**config.mk**
```make
export PLATFORM = sky130hd
export DESIGN_NAME = mem_arbiter
export DESIGN_NICKNAME = d
export VERILOG_FILES = /design/src/rtl/mem_arbiter.sv
export SDC_FILE = /design/constraint.sdc
export NUM_CORES = 1
export LEC_CHECK = 0
export BUFFER_PORTS_ARGS = -buffer_cell sky130_fd_sc_hd__buf_2
export CORE_ASPECT_RATIO = 0.9
export CORE_MARGIN = 8
export CORE_UTILIZATION = 44
export CTS_CLUSTER_DIAMETER = 100
export CTS_CLUSTER_SIZE = 12
export DETAILED_ROUTE_END_ITERATION = 10
export PLACE_DENSITY = 0.85
export SYNTH_ARGS = -nofsm -noshare
export SYNTH_HDL_FRONTEND = slang
export SYNTH_SLANG_ARGS = --single-unit
```
**constraint.sdc**
```tcl
create_clock -name clk -period 3.5 [get_ports clk]
set_input_delay 0.175 -clock clk [delete_from_list [all_inputs] [get_ports clk]]
set_output_delay 0.175 -clock clk [all_outputs]
set_load 0.005 [all_outputs]
```
**src/rtl/mem_arbiter.sv**
```systemverilog
// Single-port RAM arbiter between instruction fetch and load/store.
// Data accesses win by default; a saturating starvation counter forces fetch through.
module mem_arbiter #(
  parameter int XLEN         = 32,
  parameter int STARVE_LIMIT = 4
) (
  input  logic            clk,
  input  logic            rst,

  input  logic            if_req,
  input  logic [XLEN-1:0] if_addr,
  output logic            if_gnt,
  output logic            if_valid,
  output logic [XLEN-1:0] if_data,
  input  logic            flush,

  input  logic            ls_req,
  input  logic            ls_we,
  input  logic [XLEN-1:0] ls_addr,
  input  logic [XLEN-1:0] ls_wdata,
  output logic            ls_gnt,
  output logic            ls_valid,
  output logic [XLEN-1:0] ls_rdata,

  output logic [XLEN-1:0] mem_addr,
  output logic            mem_we,
  output logic [XLEN-1:0] mem_wdata,
  input  logic [XLEN-1:0] mem_rdata
);

  localparam logic [3:0] LIMIT = 4'(STARVE_LIMIT);

  typedef enum logic [1:0] {
    OWN_NONE = 2'd0,
    OWN_IF   = 2'd1,
    OWN_LS   = 2'd2
  } owner_t;

  owner_t          owner_q, owner_d;
  logic            store_q, store_d;
  logic [3:0]      starve_q, starve_d;
  logic [XLEN-1:0] if_hold_q, if_hold_d;
  logic [XLEN-1:0] ls_hold_q, ls_hold_d;

  logic            if_sel;
  logic            ls_sel;
  logic            ls_load;

  // Raw selection ignores reset; only the externally visible grants and the
  // write enable are masked so a store during reset never reaches the RAM.
  always_comb begin
    if_sel = if_req && (!ls_req || (starve_q == LIMIT));
    ls_sel = ls_req && !if_sel;
    if_gnt = if_sel && rst;
    ls_gnt = ls_sel && rst;
  end

  always_comb begin
    mem_addr  = '0;
    mem_we    = 1'b0;
    mem_wdata = '0;
    if (if_sel) begin
      mem_addr = if_addr;
    end else if (ls_sel) begin
      mem_addr  = ls_addr;
      mem_we    = ls_we && rst;
      mem_wdata = ls_wdata;
    end
  end

  always_comb begin
    starve_d = 4'd0;
    if (if_req && ls_sel) begin
      starve_d = (starve_q == LIMIT) ? starve_q : starve_q + 4'd1;
    end
  end

  // A fetch granted together with flush is tracked as no owner, so its
  // returning read data is never presented.
  always_comb begin
    owner_d = OWN_NONE;
    store_d = 1'b0;
    if (if_sel) begin
      owner_d = flush ? OWN_NONE : OWN_IF;
    end else if (ls_sel) begin
      owner_d = OWN_LS;
      store_d = ls_we;
    end
  end

  always_comb begin
    if_valid  = (owner_q == OWN_IF) && !flush;
    ls_valid  = (owner_q == OWN_LS);
    ls_load   = ls_valid && !store_q;
    if_data   = if_valid ? mem_rdata : if_hold_q;
    ls_rdata  = ls_load  ? mem_rdata : ls_hold_q;
    if_hold_d = if_data;
    ls_hold_d = ls_rdata;
  end

  always_ff @(posedge clk) begin
    if (!rst) begin
      owner_q   <= OWN_NONE;
      store_q   <= 1'b0;
      starve_q  <= 4'd0;
      if_hold_q <= '0;
      ls_hold_q <= '0;
    end else begin
      owner_q   <= owner_d;
      store_q   <= store_d;
      starve_q  <= starve_d;
      if_hold_q <= if_hold_d;
      ls_hold_q <= ls_hold_d;
    end
  end

endmodule
```
== Word-level counts from Yosys, hierarchy flattened ==
Cells that the tools add are included.

* Order comparisons: 0
* Shifts and indexed selects: 0
* Eq/ne operators: 3
* Reductions and logical operators: 15
* Add/subtract/negate cells: 1
* Div/mod/pow operators: 0
* Multiply operators: 0
* Muxes and demuxes: 11
* Bitwise gates (word level): 2

{| class="wikitable"
|+ Operators by type and width
! operator !! number
|-
| 32-bit 2-to-1 mux || 6
|-
| 1-bit logical AND || 8
|-
| 4-bit by 1-bit adder with 4-bit output (second input constant) || 1
|-
| 4-bit by 3-bit == test with 1-bit output (second input constant) || 1
|-
| 1-bit zero test || 4
|-
| 2-bit 2-to-1 mux || 2
|-
| 1-bit 2-to-1 mux || 3
|-
| 3-bit OR reduction || 1
|-
| 2-bit by 1-bit == test with 1-bit output (second input constant) || 1
|-
| 2-bit == test (second input constant) || 1
|-
| 1-bit inverter || 2
|-
| 2-bit AND reduction || 1
|-
| 1-bit logical OR || 1
|}

* Bits in registers: 71
* Memories: 0
* Bits of input ports: 134
* Bits in latches: 0
* RAM bits: 0
* Logic and storage cells: 37
* Output and inout bits: 133
* Bits in read-only memories: 0

== Longest topological paths before layout ==
Gate-level depths: netlist (run 1).

* Depth in word-level cells: 7
* Depth in mapped cells: 7
* Depth with buffers taken out: 5

== Worst setup path after synthesis (run 1) ==
Ideal clock, no wire load.

* Kind: register to output
* From: register starve_q[0]
* To: output port mem_wdata[10]
* Data arrival time: 1,445 ps
* Path slack: 1,880 ps
* Buffers on the path: 2
* Cell stages (with the launch flop): 8
* Data required time: 3,325 ps
* Cell sequence: dfxtp_1 > inv_1 > ha_1 > nand3b_1 > o21a_1 > buf_2 > clkbuf_1 > and2_1

* Cells in the longest elaborated chain, start to end: 7

{| class="wikitable"
|+ RTL lines
! element !! line !! RTL
|-
| from (decl) || 41 || <nowiki>logic [3:0] starve_q, starve_d;</nowiki>
|-
| from (signal assigned) || 111 || <nowiki>starve_q <= starve_d;</nowiki>
|-
| 4-bit by 3-bit == test with 1-bit output * || 52 || <nowiki>if_sel = if_req && (!ls_req || (starve_q == LIMIT));</nowiki>
|-
| 1-bit logical OR * || 52 ||
|-
| 1-bit logical AND * || 52 ||
|-
| 1-bit zero test || 53 || <nowiki>ls_sel = ls_req && !if_sel;</nowiki>
|-
| 1-bit logical AND || 53 ||
|-
| 32-bit 2-to-1 mux || 64 || <nowiki>end else if (ls_sel) begin</nowiki>
|-
| 32-bit 2-to-1 mux * || 62 || <nowiki>if (if_sel) begin</nowiki>
|-
| to (decl) || 27 || <nowiki>output logic [XLEN-1:0] mem_wdata,</nowiki>
|}

Every way passes the cells marked *; elsewhere a longest branch is shown, timed or not.

== Worst setup path in the final report (run 1) ==
* From: register starve_q[0]
* To: output port mem_addr[18]

* Cells in the longest elaborated chain, start to end: 7

{| class="wikitable"
|+ RTL lines
! element !! line !! RTL
|-
| 4-bit by 3-bit == test with 1-bit output * || 52 ||
|-
| 1-bit logical OR * || 52 ||
|-
| 1-bit logical AND * || 52 ||
|-
| 1-bit zero test || 53 ||
|-
| 1-bit logical AND || 53 ||
|-
| 32-bit 2-to-1 mux || 64 ||
|-
| 32-bit 2-to-1 mux * || 62 ||
|-
| to (decl) || 25 || <nowiki>output logic [XLEN-1:0] mem_addr,</nowiki>
|}

Marked as above.

==> impl_metrics.ini, run 1 <==
[status]
status = completed

[critical_path]
cp-end-kind = output port
cp_data_arrival_time_ns = 2.48
max_stage_delay_ns = 0.85
path_max_fanout = 68
startpoint_type = flip-flop
required_ns = 3.32
critPathTopFamily = compound AO/OA/AOI/OAI gates
critical_path_class = reg -> out
worst_path_max_delay_cell = o21a_2
crit_buf_inv = 2
cp_cell_sequence = inv_1 > ha_1 > nand3b_1 > o21a_2 > a22o_1 > buf_2

[floorplanning]
ioPinCount = 267
die_w_um = 111
rows = 31
die_h_um = 101
coreArea_mm2 = 0.00795
fp.dieArea_mm2 = 0.0112
start_util_pct = 44.6

[grt]
grt_max_degree = 72
grt_overflow = 0
grt_pass1_vias = 3582
grtUsageMet1_pct = 23.0
use_met3_pct = 9.65
grt_first_pass_wirelength_mm = 20.1
antenna_found_initial = 6
track_usage_pct = 23.0
busiest_layer = met2
grtUsageMet2_pct = 41.6

[place]
placedCellCount = 661
placed_area_mm2 = 0.00491
place_ws_ns = 1.21
portBuffers = 266
gp_congestion = 1.01
dp_hpwl_mm = 11.2

[clock_tree]
clock_tree.buffer_depth = 2
cts_sinks = 71
ctsResizeCount = 0
postCtsHoldBufs = 0
clkLatencyLatePin_ns = 0.34
cts_tree = built
postCtsSetupBuffers = 0
root_buffer = clkbuf_8
path_clk_slew_ns = 0.07
cts-buffers-inserted = 9
h-tree-depth = 3

[power_and_ir_drop]
p_sw_mw = 0.489
pwr-share-seq_pct = 43.5
cellLeakagePower_nw = 2.78
intPower_mw = 1.44
p_comb_share_pct = 18.8
clkPwrFrac_pct = 37.7
max-vdd-ir-drop_uv = 171
powerDensity_mw_per_mm2 = 376
switching_share_pct = 25.4

[routing]
wl_per_cell_um = 20.1
drt_first_pass_iters = 4
vias = 3329
drc = 0
final_antenna_net_count = 0
first_iter_violations = 228
via_per_inst = 4.91
drt-total-wl_mm = 13.6

[synthesis]
synth_area_leaders = dfxtp_1 (40%), mux2_4 (21%), and2_1 (17%), a22o_1 (7.9%), mux2_2 (4.8%)
synth-seq-cells = 71
ys_warn_count = 0
postSynthAreaPerCell_um2 = 11.3
syn_inst = 314
synth_cell_type_count = 24
netlist_area_mm2 = 0.00355
syn_nets = 450
yosysSeqAreaShare_pct = 40.0
yosysTopAreaCellShare_pct = 40.0
synth_top_area_cell = dfxtp_1

[final_layout]
syn2layout_area_growth_pct = 44.5
fill_cells = 666
drive_above_1_share_pct = 61.8
instances_no_fill = 678
multi_input_area_mm2 = 0.00198
final_cell_area_mm2 = 0.00513
seqCellArea_mm2 = 0.00142
finalNetCount = 709

[timing]
slew_headroom_pct = 29.1
finalSetupViolations = 0
fin_crit_sh_pct = 75.9
tns_ns = 0
tightest_slew_ns = 1.06
fmax_ghz = 0.376
finalHoldViolCount = 0
period_minus_slack_ns = 2.66
setup_ws_ns = 0.842
rsz0062_at_grt = no
final.setup_skew_ns = 0.00989
finalMaxSlewViolations = 0
whs_ns = 0.130

[job]
cap_violations = 0

[min_path]
hold_path.class = in -> reg
## kinds of logic (layout without fill, tap and decap cells)
family / count (synthesis) / count (layout) / synth area share (%)
other: 0 / 1 / 0
adders and majority gates: 2 / 2 / 0.705
and+or+nand+nor: 114 / 114 / 20.6
buffers and inverters: 27 / 291 / 4.26
muxes: 65 / 65 / 25.8
xor gates and xnor gates: 1 / 1 / 0.247
DFF: 71 / 71 / 40.0
AOI/OAI and AO/OA: 34 / 34 / 8.35
## worst paths after layout
kind / start / end / slack, ns / depth (start not counted)
min reg2reg: starve_q[0] / starve_q[0] / 0.47 / 1
max: starve_q[0] / mem_addr[18] / 0.84 / 6
min: ls_req / starve_q[3] / 0.13 / 3
max reg2reg: starve_q[0] / store_q / 1.53 / 5
## registers in the layout, indices dropped and copies added (netlist names)
signal	cells
owner_q	2
ls_hold_q	32
if_hold_q	32
store_q	1
starve_q	4
## cell usage after synthesis
cell type   n
a22o_1     32
inv_1       4
xnor2_1     1
and2b_2     1
o21a_1      1
clkbuf_1   12
nand3_1     2
a21oi_2     1
and3b_1     1
and2_2      2
nand2b_1    1
and2_1     97
ha_1        2
nor3b_4     2
buf_1       1
mux2i_1     1
buf_2       4
nor2_1      5
mux2_4     49
and3_1      2
mux2_2     15
nand3b_1    1
buf_6       6
dfxtp_1    71
## power by group through the flow
| stage | logic (mW) | clock network, mW | registers (mW) |
|---|---|---|---|
| global route | 0.389 | 0.792 | 0.841 |
| finish | 0.362 | 0.727 | 0.838 |
| CTS | 0.366 | 0.753 | 0.839 |
| global placement | 0.356 | 0 | 0.856 |
| floorplan | 0.170 | 0 | 0.855 |
| detailed placement | 0.365 | 0 | 0.857 |
## final cells by class
class                      count  area share, %
antenna                        1         0.0488
clock buffer                  10           2.49
clock inverter                 6           1.80
inverter                       4          0.293
multi-input combinational    216           38.6
sequential                    71           27.7
tap                           99           2.41
timing repair buffer         271           26.7
## routing by layer
metal	vias to the layer above	routed length, um
met1	1563	4930
met5	-	51
met3	26	1130
met4	10	311
li1	1586	-
met2	144	7200
## cells in the final DEF, fill, tap and decap left out, drive strengths merged
cell type,n
a21oi,1
a22o,32
and2,99
and2b,1
and3,2
and3b,1
buf,271
bufinv,2
clkbuf,10
clkinvlp,2
dfxtp,71
diode,1
ha,2
inv,6
mux2,64
mux2i,1
nand2b,1
nand3,2
nand3b,1
nor2,5
nor3b,2
o21a,1
xnor2,1
## tightest hold or removal path: stages
cell and delay [ns]:
buf_2 0.12, nand3_1 0.07, nor2_1 0.05
## metrics by stage
step | util [%] | total power [mW]
after floorplan | - | 1.03
after global placement | 61.7 | 1.21
after detailed placement | 61.7 | 1.22
after CTS | 64.5 | 1.96
after global routing | 64.5 | 2.02
final | 64.5 | 1.93
(Power assumes the default switching activity.)
==> inputs of run 2 (changes only) <==
--- a/config.mk
+++ b/config.mk
@@ -8,11 +8,11 @@
 export BUFFER_PORTS_ARGS = -buffer_cell sky130_fd_sc_hd__buf_2
 export CORE_ASPECT_RATIO = 0.9
 export CORE_MARGIN = 8
-export CORE_UTILIZATION = 44
+export CORE_UTILIZATION = 37
 export CTS_CLUSTER_DIAMETER = 100
 export CTS_CLUSTER_SIZE = 12
 export DETAILED_ROUTE_END_ITERATION = 10
-export PLACE_DENSITY = 0.85
+export PLACE_DENSITY = 0.76
 export SYNTH_ARGS = -nofsm -noshare
 export SYNTH_HDL_FRONTEND = slang
 export SYNTH_SLANG_ARGS = --single-unit
==> constraint.sdc (replaced) <==
create_clock -name clk -period 2.2 [get_ports clk]
set_input_delay 0.11 -clock clk [delete_from_list [all_inputs] [get_ports clk]]
set_output_delay 0.11 -clock clk [all_outputs]
set_load 0.005 [all_outputs]
==> impl_metrics.ini, run 2 (synthesized netlist as in run 1, its figures left out) <==
[status]
status = completed

[routing]
drt-total-wl_mm = 13.3
final_antenna_net_count = 0
drc = 0
wl_per_cell_um = 18.7
vias = 3330
drt_first_pass_iters = 4
via_per_inst = 4.70
first_iter_violations = 173

[timing]
slew_headroom_pct = 74.0
setup_ws_ns = 0.180
fmax_ghz = 0.495
fin_crit_sh_pct = 91.8
period_minus_slack_ns = 2.02
rsz0062_at_grt = no
final.setup_skew_ns = 0.0145
tightest_slew_ns = 0.390
tns_ns = 0
finalMaxSlewViolations = 0
finalSetupViolations = 0
finalHoldViolCount = 0

[place]
placed_area_mm2 = 0.00499
portBuffers = 266
gp_congestion = 0.951
place_ws_ns = 0.468
dp_hpwl_mm = 11.1

[grt]
grt_first_pass_wirelength_mm = 19.3
grt_overflow = 0
antenna_found_initial = 3
grt_max_degree = 49
grt_pass1_vias = 3436
track_usage_pct = 19.2

[clock_tree]
h-tree-depth = 3
cts-buffers-inserted = 9
cts_sinks = 71
clkLatencyLatePin_ns = 0.34
cts_tree = built
postCtsHoldBufs = 0
clock_tree.buffer_depth = 2
path_clk_slew_ns = 0.07
postCtsSetupBuffers = 0
ctsResizeCount = 0
root_buffer = clkbuf_8

[floorplanning]
fp.dieArea_mm2 = 0.0130
die_h_um = 109
die_w_um = 119
start_util_pct = 37.4
coreArea_mm2 = 0.00949
ioPinCount = 267
rows = 34

[critical_path]
required_ns = 2.09
cp-end-kind = output port
path_max_fanout = 29
cp_data_arrival_time_ns = 1.91
critPathTopFamily = compound AO/OA/AOI/OAI gates
max_stage_delay_ns = 0.37
cp_cell_sequence = inv_1 > ha_1 > nand3b_1 > a21oi_2 > buf_12 > a22o_1 > buf_2
critical_path_class = reg -> out
crit_buf_inv = 3
worst_path_max_delay_cell = a21oi_2
startpoint_type = flip-flop

[power_and_ir_drop]
max-vdd-ir-drop_uv = 316
clkPwrFrac_pct = 33.1
p_sw_mw = 0.793
cellLeakagePower_nw = 2.78
p_comb_share_pct = 20.5
intPower_mw = 2.08
pwr-share-seq_pct = 46.4
powerDensity_mw_per_mm2 = 555
finalPower_mw = 2.87
switching_share_pct = 27.6

[job]
cap_violations = 0

[final_layout]
final_common_cell = buf_2
mostFrequentLayoutCells = buf_2 (266), and2_1 (97), dfxtp_1 (71)
final_util_pct = 54.6
fill_cells = 847
final_cell_area_mm2 = 0.00518
finalNetCount = 712
drive_above_1_share_pct = 62.1
syn2layout_area_growth_pct = 45.9
largestRegisters = if_hold_q (32), ls_hold_q (32), starve_q (4)

[min_path]
hold_path.class = in -> reg
run 2: cell types whose count changed in the layout (fill, tap and decap cells not counted):
cell,change
inv_8,+1
clkinvlp_4,+1
inv_6,+1
bufinv_16,-2
buf_6,+1
buf_12,+2
clkbuf_1,-1
run 2: power groups by stage:
stage	logic [mW]	registers, mW	clock network [mW]
floorplan	0.271	1.36	0
global placement	0.582	1.36	0
detailed placement	0.592	1.36	0
CTS	0.595	1.33	0.989
global route	0.632	1.34	1.06
finish	0.588	1.33	0.951
run 2: area by class of cell:
cell class	instances	area [um^2]	area share [%]
Multi-Input combinational cell	216	1980	38.2
Sequential cell	71	1420	27.4
Timing Repair Buffer	274	1420	27.4
Tap cell	126	158	3.04
Clock buffer	9	124	2.39
Clock inverter	7	60.1	1.16
Inverter	4	15.0	0.290
Antenna cell	1	2.50	0.0483
run 2: final timing paths:
check	start	endpoint	slack [ns]	depth (start not counted)
worst min-delay path	ls_we	store_q	0.06	2
worst max register to register	owner_q[0]	if_hold_q[31]	0.56	4
worst max-delay path	starve_q[0]	mem_addr[0]	0.18	7
worst min register to register	starve_q[0]	starve_q[0]	0.49	1
run 2: worst reg2reg max path: stages (launching register included):
cell     delay (ns)
dfxtp_1        0.39
nor3b_4        0.22
buf_4          0.37
mux2_2         0.40
and2_1         0.15
run 2: per-layer routing:
layer  GRT usage [%]  wire, um  up-vias
li1                -         -     1590
met1            18.5      4670     1528
met2            33.9      6560      172
met3            9.01      1390       34
met4            10.5       604        6
met5               0        39        -
run 2: stage by stage:
step                hold WS [ns]  cells
detailed placement         0.395    691
CTS                       0.0398    707
global route              0.0462    707
finish                    0.0553    708
global placement           0.384    691
floorplan                  0.257    314
